$ cat config.mk
export PLATFORM = sky130hd
export DESIGN_NAME = cam_bbox_frame_ctrl
export DESIGN_NICKNAME = d
export VERILOG_FILES = /design/src/rtl/cam_pkg.sv /design/src/rtl/cam_bbox_qualify.sv /design/src/rtl/cam_bbox_frame_ctrl.sv
export SDC_FILE = /design/constraint.sdc
export NUM_CORES = 1
export LEC_CHECK = 0
export ABC_AREA = 1
export BUFFER_PORTS_ARGS = -buffer_cell sky130_fd_sc_hd__buf_4
export CAP_MARGIN = 15
export CORE_ASPECT_RATIO = 1.1
export CORE_UTILIZATION = 45
export CTS_BUF_LIST = sky130_fd_sc_hd__clkbuf_16
export DETAILED_ROUTE_END_ITERATION = 7
export PLACE_DENSITY = 0.68
export SKIP_LAST_GASP = 1
export SLEW_MARGIN = 10
export SYNTH_ARGS = -nofsm -noshare
export SYNTH_HDL_FRONTEND = slang
export SYNTH_HIERARCHICAL = 1
export SYNTH_SLANG_ARGS = --single-unit
$ cat constraint.sdc
create_clock -name pclk -period 5 [get_ports pclk]
set_input_delay 0.25 -clock pclk [delete_from_list [all_inputs] [get_ports pclk]]
set_output_delay 0.25 -clock pclk [all_outputs]
set_load 0.005 [all_outputs]
$ cat src/rtl/cam_pkg.sv
// Shared types and constants for the colour-threshold capture path.
// Optional smoothing of published boxes is built when BBOX_SMOOTH_EN is defined.
package cam_pkg;

  localparam int unsigned COORD_W = 10;
  localparam int unsigned SUM_W   = COORD_W + 1;

  localparam logic [COORD_W-1:0] BBOX_EMPTY_MIN = 10'd641;
  localparam logic [COORD_W-1:0] BBOX_EMPTY_MAX = 10'd0;

  typedef enum logic [1:0] {
    S_WAIT_CFG,
    S_WARMUP,
    S_RUN
  } ctrl_state_t;

  typedef struct packed {
    logic [COORD_W-1:0] min_x;
    logic [COORD_W-1:0] max_x;
    logic [COORD_W-1:0] min_y;
    logic [COORD_W-1:0] max_y;
  } bbox_t;

  // Mean of two coordinates: full-width sum, then drop the LSB.
  function automatic logic [COORD_W-1:0] avg_coord(input logic [COORD_W-1:0] a,
                                                   input logic [COORD_W-1:0] b);
    logic [SUM_W-1:0] sum;
    sum = SUM_W'(a) + SUM_W'(b);
    return sum[SUM_W-1:1];
  endfunction

  function automatic bbox_t bbox_avg(input bbox_t a, input bbox_t b);
    bbox_t r;
    r.min_x = avg_coord(a.min_x, b.min_x);
    r.max_x = avg_coord(a.max_x, b.max_x);
    r.min_y = avg_coord(a.min_y, b.min_y);
    r.max_y = avg_coord(a.max_y, b.max_y);
    return r;
  endfunction

endpackage

$ cat src/rtl/cam_bbox_qualify.sv
// Combinational bounding-box qualification: ordered bounds and minimum size.
module cam_bbox_qualify
  import cam_pkg::*;
#(
  parameter int unsigned MIN_W = 4,
  parameter int unsigned MIN_H = 4
) (
  input  bbox_t box,
  output logic  found
);

  logic [SUM_W-1:0] width;
  logic [SUM_W-1:0] height;

  // Sizes are only meaningful when the bounds are ordered; the ordering terms gate them.
  always_comb begin
    width  = SUM_W'(box.max_x) - SUM_W'(box.min_x) + SUM_W'(1);
    height = SUM_W'(box.max_y) - SUM_W'(box.min_y) + SUM_W'(1);
    found  = (box.min_x <= box.max_x) && (box.min_y <= box.max_y) &&
             (width >= SUM_W'(MIN_W)) && (height >= SUM_W'(MIN_H));
  end

endmodule

$ cat src/rtl/cam_bbox_frame_ctrl.sv
// Frame-level sequencer: config/warm-up gating, per-frame bbox latch, valid/ack result port.
// Define BBOX_SMOOTH_EN to average consecutive found boxes before publishing.
module cam_bbox_frame_ctrl
  import cam_pkg::*;
#(
  parameter int unsigned WARMUP_FRAMES = 2,
  parameter int unsigned MIN_W         = 4,
  parameter int unsigned MIN_H         = 4,
  parameter int unsigned CNT_W         = 16
) (
  input  logic               pclk,
  input  logic               reset,
  input  logic               config_done,
  input  logic               vsync,
  input  logic [COORD_W-1:0] cap_min_x,
  input  logic [COORD_W-1:0] cap_max_x,
  input  logic [COORD_W-1:0] cap_min_y,
  input  logic [COORD_W-1:0] cap_max_y,
  output logic               capture_en,
  output logic               res_valid,
  input  logic               res_ack,
  output logic               res_found,
  output logic [COORD_W-1:0] res_min_x,
  output logic [COORD_W-1:0] res_max_x,
  output logic [COORD_W-1:0] res_min_y,
  output logic [COORD_W-1:0] res_max_y,
  output logic [CNT_W-1:0]   frame_cnt,
  output logic [CNT_W-1:0]   drop_cnt
);

  localparam int unsigned WARM_W = (WARMUP_FRAMES > 1) ? $clog2(WARMUP_FRAMES + 1) : 1;

  ctrl_state_t       state;
  ctrl_state_t       state_next;
  logic              vsync_d;
  logic              fe;
  logic [WARM_W-1:0] warm_cnt;
  logic              warm_done;
  logic              skip_done;
  logic              latch;
  logic              ack_take;
  bbox_t             cap_box;
  bbox_t             pub_box;
  logic              cap_found;

  assign fe        = vsync & ~vsync_d;
  assign warm_done = (warm_cnt == WARM_W'(WARMUP_FRAMES));
  assign latch     = (state == S_RUN) && fe && skip_done && config_done;
  assign ack_take  = res_valid & res_ack;

  assign cap_box.min_x = cap_min_x;
  assign cap_box.max_x = cap_max_x;
  assign cap_box.min_y = cap_min_y;
  assign cap_box.max_y = cap_max_y;

  cam_bbox_qualify #(
    .MIN_W (MIN_W),
    .MIN_H (MIN_H)
  ) u_qualify (
    .box   (cap_box),
    .found (cap_found)
  );

`ifdef BBOX_SMOOTH_EN
  bbox_t sm_box;
  logic  sm_valid;

  // Smoothing history tracks the last published found box; not-found frames leave it alone.
  always_ff @(posedge pclk or posedge reset) begin
    if (reset) begin
      sm_box   <= '0;
      sm_valid <= 1'b0;
    end else if (!config_done) begin
      sm_box   <= '0;
      sm_valid <= 1'b0;
    end else if (latch && cap_found) begin
      sm_box   <= pub_box;
      sm_valid <= 1'b1;
    end
  end

  assign pub_box = (cap_found && sm_valid) ? bbox_avg(sm_box, cap_box) : cap_box;
`else
  assign pub_box = cap_box;
`endif

  // Next-state logic; dropping config_done overrides every state.
  always_comb begin
    state_next = state;
    unique case (state)
      S_WAIT_CFG: if (config_done) state_next = S_WARMUP;
      S_WARMUP:   if (warm_done) state_next = S_RUN;
      S_RUN:      state_next = S_RUN;
      default:    state_next = S_WAIT_CFG;
    endcase
    if (!config_done) state_next = S_WAIT_CFG;
  end

  always_ff @(posedge pclk or posedge reset) begin
    if (reset) begin
      state      <= S_WAIT_CFG;
      capture_en <= 1'b0;
      vsync_d    <= 1'b0;
      warm_cnt   <= '0;
      skip_done  <= 1'b0;
    end else begin
      state      <= state_next;
      capture_en <= (state_next != S_WAIT_CFG);
      vsync_d    <= vsync;
      if (state != S_WARMUP || !config_done)
        warm_cnt <= '0;
      else if (fe && !warm_done)
        warm_cnt <= warm_cnt + WARM_W'(1);
      // First frame edge in S_RUN closes a possibly partial frame and is discarded.
      if (state != S_RUN || !config_done)
        skip_done <= 1'b0;
      else if (fe)
        skip_done <= 1'b1;
    end
  end

  // Result registers and statistics; a latch takes priority over a same-edge ack.
  always_ff @(posedge pclk or posedge reset) begin
    if (reset) begin
      res_valid <= 1'b0;
      res_found <= 1'b0;
      res_min_x <= '0;
      res_max_x <= '0;
      res_min_y <= '0;
      res_max_y <= '0;
      frame_cnt <= '0;
      drop_cnt  <= '0;
    end else if (!config_done) begin
      res_valid <= 1'b0;
      frame_cnt <= '0;
    end else if (latch) begin
      res_valid <= 1'b1;
      res_found <= cap_found;
      res_min_x <= pub_box.min_x;
      res_max_x <= pub_box.max_x;
      res_min_y <= pub_box.min_y;
      res_max_y <= pub_box.max_y;
      frame_cnt <= frame_cnt + CNT_W'(1);
      if (res_valid && !res_ack && (drop_cnt != '1))
        drop_cnt <= drop_cnt + CNT_W'(1);
    end else if (ack_take) begin
      res_valid <= 1'b0;
    end
  end

endmodule

* Word level (Yosys, flattened, before mapping)
Cells that the tools add are included.
W data, S select, Z words.
** Operators by class
- Bitwise logic cells :: 3
- Add/sub/neg operators :: 7
- Order comparisons :: 4
- Muxes and demuxes :: 12
- Reductions and logical operators :: 20
- Equal/unequal tests :: 8
** Operators with widths (count)
- $add A16 B1 Y16 const B :: 2
- $mux W16 :: 2
- $add A11 B1 Y11 const B :: 2
- $ge A11 B3 Y1 const B :: 2
- $sub A10 B10 Y11 :: 2
- $le A10 B10 Y1 :: 2
- $ne A16 B16 Y1 const B :: 1
- $logic_and A1 B1 Y1 :: 9
- $mux W2 :: 4
- $pmux W2 S3 :: 1
- $reduce_bool A2 Y1 :: 3
- $mux W1 :: 5
- $eq A2 B2 Y1 const B :: 2
- $ne A2 B1 Y1 const B :: 2
- $logic_not A1 Y1 :: 3
- $ne A3 B1 Y1 const B :: 1
- $reduce_and A3 Y1 :: 1
- $add A2 B1 Y2 const B :: 1
- $and A1 B1 Y1 :: 2
- $eq A2 B1 Y1 const B :: 1
- $logic_not A2 Y1 :: 1
- $logic_or A1 B1 Y1 :: 2
- $ne A2 B2 Y1 const B :: 1
- $reduce_and A2 Y1 :: 1
- $not A1 Y1 :: 1
** Word-level totals
- Bits in registers :: 81
- Output and inout port bits :: 75
- Bits of input ports :: 45
- Logic and storage cells :: 67

* Logic depth before layout (Yosys ltp)
- Depth after elaboration :: 7
- Gate-level depth with buffers :: 19
- Depth with buffers taken out :: 19

* Hierarchy
Netlist, hierarchy kept.
** Modules (own cells, without submodules)
- cam_bbox_frame_ctrl :: sequential area each 2026.9 um^2, cells an instance 496, instances 1, area an instance 3883.7 um^2
- cam_bbox_qualify :: sequential area each 0.0 um^2, cells an instance 314, instances 1, area an instance 1879.3 um^2

* Least setup slack after synthesis
Ideal clock, no wire load.
- Path kind :: input -> register
- Start point :: in cap_max_x[1]
- End point :: reg res_found
- Required time :: 4884 ps
- Buffers on the path :: 0
- Setup time :: 116 ps
- Path slack :: 2899 ps
- Stages on the path :: 18
- Arrival time :: 1984 ps
- Path through :: inv_1 -> ha_1 -> inv_1 -> ha_1 -> inv_1 -> fa_1 -> inv_1 -> nand2_1 -> nand2_1 -> nand4_1 -> nand2_1 -> nand2_1 -> a21oi_1 -> nand3_1 -> nand2_1 -> nor2_1 -> nand2_1 -> nand2_1
** Between the ends
- Longest elaborated chain between the ends :: 5
- Elaborated cells between the ends (all ways) :: 7
- Classes of those cells :: 2 x add/sub; 2 x order compare; 3 x reduce/logical
** Ends and longest elaborated chain
- from (decl) :: line cam_bbox_frame_ctrl.sv:16 : input logic [COORD_W-1:0] cap_max_x,
- $sub A10 B10 Y11 :: line cam_bbox_qualify.sv:17 : width = SUM_W'(box.max_x) - SUM_W'(box.min_x) + SUM_W'(1);
- $add A11 B1 Y11 :: line cam_bbox_qualify.sv:17
- $ge A11 B3 Y1 :: line cam_bbox_qualify.sv:20 : (width >= SUM_W'(MIN_W)) && (height >= SUM_W'(MIN_H));
- $logic_and A1 B1 Y1 * :: line cam_bbox_qualify.sv:19 : found = (box.min_x <= box.max_x) && (box.min_y <= box.max_y) &&
- $logic_and A1 B1 Y1 * :: line cam_bbox_qualify.sv:20
- via cap_found :: line cam_bbox_frame_ctrl.sv:44 : logic cap_found;
- to (signal assigned) :: line cam_bbox_frame_ctrl.sv:138 : res_found <= cap_found;
- to (decl) :: line cam_bbox_frame_ctrl.sv:22 : output logic res_found,
The timed path passes the listed nets; every way through them passes the cells marked *.
A chain may end at the register's enable or synchronous reset.

* Worst setup path in the final report
- Start point :: reg state[0]
- End point :: reg drop_cnt[12]
** Between the ends
- Longest elaborated chain between the ends :: 5
** Ends and longest elaborated chain
- from (decl) :: line cam_bbox_frame_ctrl.sv:33 : ctrl_state_t state;
- from (signal assigned) :: line cam_bbox_frame_ctrl.sv:107 : state <= state_next;
- $eq A2 B2 Y1 :: line cam_bbox_frame_ctrl.sv:48 : assign latch = (state == S_RUN) && fe && skip_done && config_done;
- $logic_and A1 B1 Y1 (3 in a row) :: line cam_bbox_frame_ctrl.sv:48
- $reduce_and A3 Y1 (no line)
- to (signal assigned) :: line cam_bbox_frame_ctrl.sv:145 : drop_cnt <= drop_cnt + CNT_W'(1);
- to (decl) :: line cam_bbox_frame_ctrl.sv:28 : output logic [CNT_W-1:0] drop_cnt
No other way between the ends.

==> flow_metrics.tcl <==
set metrics [dict create \
    outcome "completed" \
    cts_buffers 9 \
    yosys_warnings 6 \
    final-setup-viol-count 0 \
    drv_slew 0 \
    fp.dieH_microns 121 \
    port_buffers 119 \
    grt_max_degree 82 \
    grt_util_met2 0.348 \
    holdBufCountCts 0 \
    post-route-drc-count 0 \
    max-slew-margin-rel 0.312 \
    critPathLaunchType "flop" \
    peakVddDrop_uv 150 \
    cts_resized 0 \
    cts_tree "done" \
    setup-tns-final_ns 0 \
    antenna_found_initial 0 \
    leakage_uw 0.00407 \
    core_region_area_sq_um 12500 \
    layout.nets 1036 \
    synth_seq_area_share 0.352 \
    viasPerCell 4.78 \
    num_vias 5199 \
    fin_util 0.564 \
    wl_per_cell_microns 12.2 \
    fmax_mhz 415 \
    fin_crit_ns 2.41 \
    drt_iter0_markers 262 \
    grtUsageTotal 0.214 \
    swShare 0.266 \
    die_w_microns 110 \
    use_met3 0.0394 \
    setup_slack_ns 2.59 \
    drt_wl_total_mm 13.3 \
    internal-power_uw 1200 \
    synth_top_cell_by_area "dfrtp_1" \
    num_antenna_cells 0 \
    clock_skew_ns 0.00925 \
    hold_path_class "primary input to flop" \
    rsz0062_at_grt "no" \
    met1_usage 0.294 \
    dp_slack_ns 2.59 \
    yosys_register_bits 81 \
    synth_area_per_cell_sq_um 7.11 \
    hold_viol_final 0 \
    p_seq_frac 0.404 \
    grt_busiest_layer "met2" \
    dr.pass1.iters 4 \
    area_growth_pct 22.6 \
    syn_area_sq_um 5760 \
    clk_pin_slew_ns 0.06 \
    clkLatencyLatePin_ns 0.34 \
    fill_cells 1245 \
    yosysTopAreaCellShare 0.352 \
    rows 43 \
    htree_levels 3 \
    p_comb_frac 0.166 \
    critical_path_class "flop to flop" \
    max_cap_viol_count 0 \
    finalPower_uw 1630 \
    p_sw_uw 434 \
    crit_fanout 47 \
    clkPwrFrac 0.430 \
    postCtsSetupBuffers 0 \
    end_kind "flop" \
    grt-ovfl-total 0 \
    cp.arrival_ns 2.63 \
    clkSinkCount 81 \
    grt_pass1_wl_mm 22.4 \
    drive_gt1_frac 0.171 \
    final_cell_count_no_fill 1088 \
    dieArea_sq_um 13300 \
    ios 120 \
    grt_pass1_vias 4826 \
    synth.distinct_cells 37 \
    p_per_area_nw_per_um2 231 \
    cp.required_ns 5.22 \
    start_util 0.460 \
    placed_cells 1074 \
    worst_pin_slew_ns 1.03 \
    synth_area_leaders "dfrtp_1 (35%), nand2_1 (21%), ha_1 (13%)" \
    dpl.hpwl_mm 10.1 \
    root_buffer "clkbuf_16" \
    synth_fp_nets 918 \
    gp_congestion 0.820 \
    final_antenna_net_count 0 \
    synthCells 810 \
    cts.path.max_buffers 2 \
    fin_crit_sh 0.482 \
]
[area by class of cell]
class / count / area, sq um / share of cell area
multi-input combinational: 594 / 3170 / 0.449
timing repair buffer: 120 / 901 / 0.128
sequential: 81 / 2030 / 0.287
inverter: 122 / 462 / 0.0653
clock inverter: 5 / 81.3 / 0.0115
clock buffer: 9 / 225 / 0.0319
tap: 157 / 196 / 0.0278
[synthesized netlist by cell type]
master	n
nand2_1	322
inv_1	115
dfrtp_1	81
nor2_1	64
ha_1	59
nand3_1	43
a21oi_1	22
nand4_1	20
o21ai_0	14
nor3_1	6
buf_6	5
clkbuf_1	5
xnor2_1	5
xor2_1	5
fa_1	4
inv_2	4
nand2_2	4
nor2_4	4
a21oi_2	3
nand3_2	3
and3_1	2
clkinv_2	2
nand3b_1	2
o21a_1	2
o21bai_1	2
a21o_1	1
a22o_1	1
buf_2	1
buf_4	1
buf_8	1
clkinv_1	1
nand2_4	1
nand2_8	1
nor2_2	1
nor3_4	1
nor4_1	1
o211ai_1	1
[placed cells by master (no fill, tap or decap), types with 4 or more instances in the layout]
master       n
a21oi_1     22
buf_4      120
clkbuf_16    9
clkinv_2     4
dfrtp_1     81
fa_1         4
ha_1        59
inv_1      114
inv_2        4
nand2_1    322
nand2_2      4
nand3_1     43
nand4_1     20
nor2_1      64
nor2_4       4
nor3_1       6
o21ai_0     14
xnor2_1      5
xor2_1       5
[critical path: stages, from the launching register on]
cell      delay [ns]
dfrtp_1         0.41
inv_1           0.11
nand3_2         0.09
nor2_4          0.33
nand2_4         0.40
clkinv_2        0.62
nand2_8         0.17
nand2_1         0.09
nand2_1         0.06
[metal layers]
layer	up-vias	wire length [microns]
li1	2744	-
met3	4	456
met1	2378	6480
met5	-	0
met2	73	6330
met4	0	62
[cell families after synthesis]
group / share of synthesized area
buffers and inverters: 0.0977
adders and majority gates: 0.142
DFF: 0.352
and+or+nand+nor: 0.348
AOI/OAI and AO/OA: 0.0452
xor gates and xnor gates: 0.0152
[path summary, 6_finish.rpt]
| check | cells past startpoint | slack, ns | endpoint | from |
|---|---|---|---|---|
| max | 8 | 2.59 | drop_cnt[12] | state[0] |
| min | 1 | 0.03 | vsync_d | vsync |
| max in group asynchronous | 3 | 4.10 | vsync_d | reset |
| max reg2reg | 8 | 2.59 | drop_cnt[12] | state[0] |
| min reg2reg | 2 | 0.48 | res_max_x[7] | res_max_x[7] |
| min in group asynchronous | 3 | 0.25 | drop_cnt[13] | reset |
[registers in the layout, summed over array words and instances, names as in the netlist]
signal,count
capture_en,1
drop_cnt,16
frame_cnt,16
res_found,1
res_max_x,10
res_max_y,10
res_min_x,10
res_min_y,10
res_valid,1
skip_done,1
state,2
vsync_d,1
warm_cnt,2
[through the flow]
step           hold slack (ns)  instance area [sq um]
6_report                0.0318                   7070
5_1_grt                 0.0145                   7070
4_1_cts                 0.0162                   7070
3_5_place_dp             0.370                   6760
3_3_place_gp             0.370                   6760
2_1_floorplan            0.281                   5760
[power by group through the flow]
stage,Combinational [uW],Sequential [uW],Clock [uW]
finish,271,659,701
global route,315,659,748
CTS,273,659,722
detailed placement,272,671,0
global placement,270,671,0
floorplan,189,671,0
Note: power is estimated with default switching activity, not from simulation.
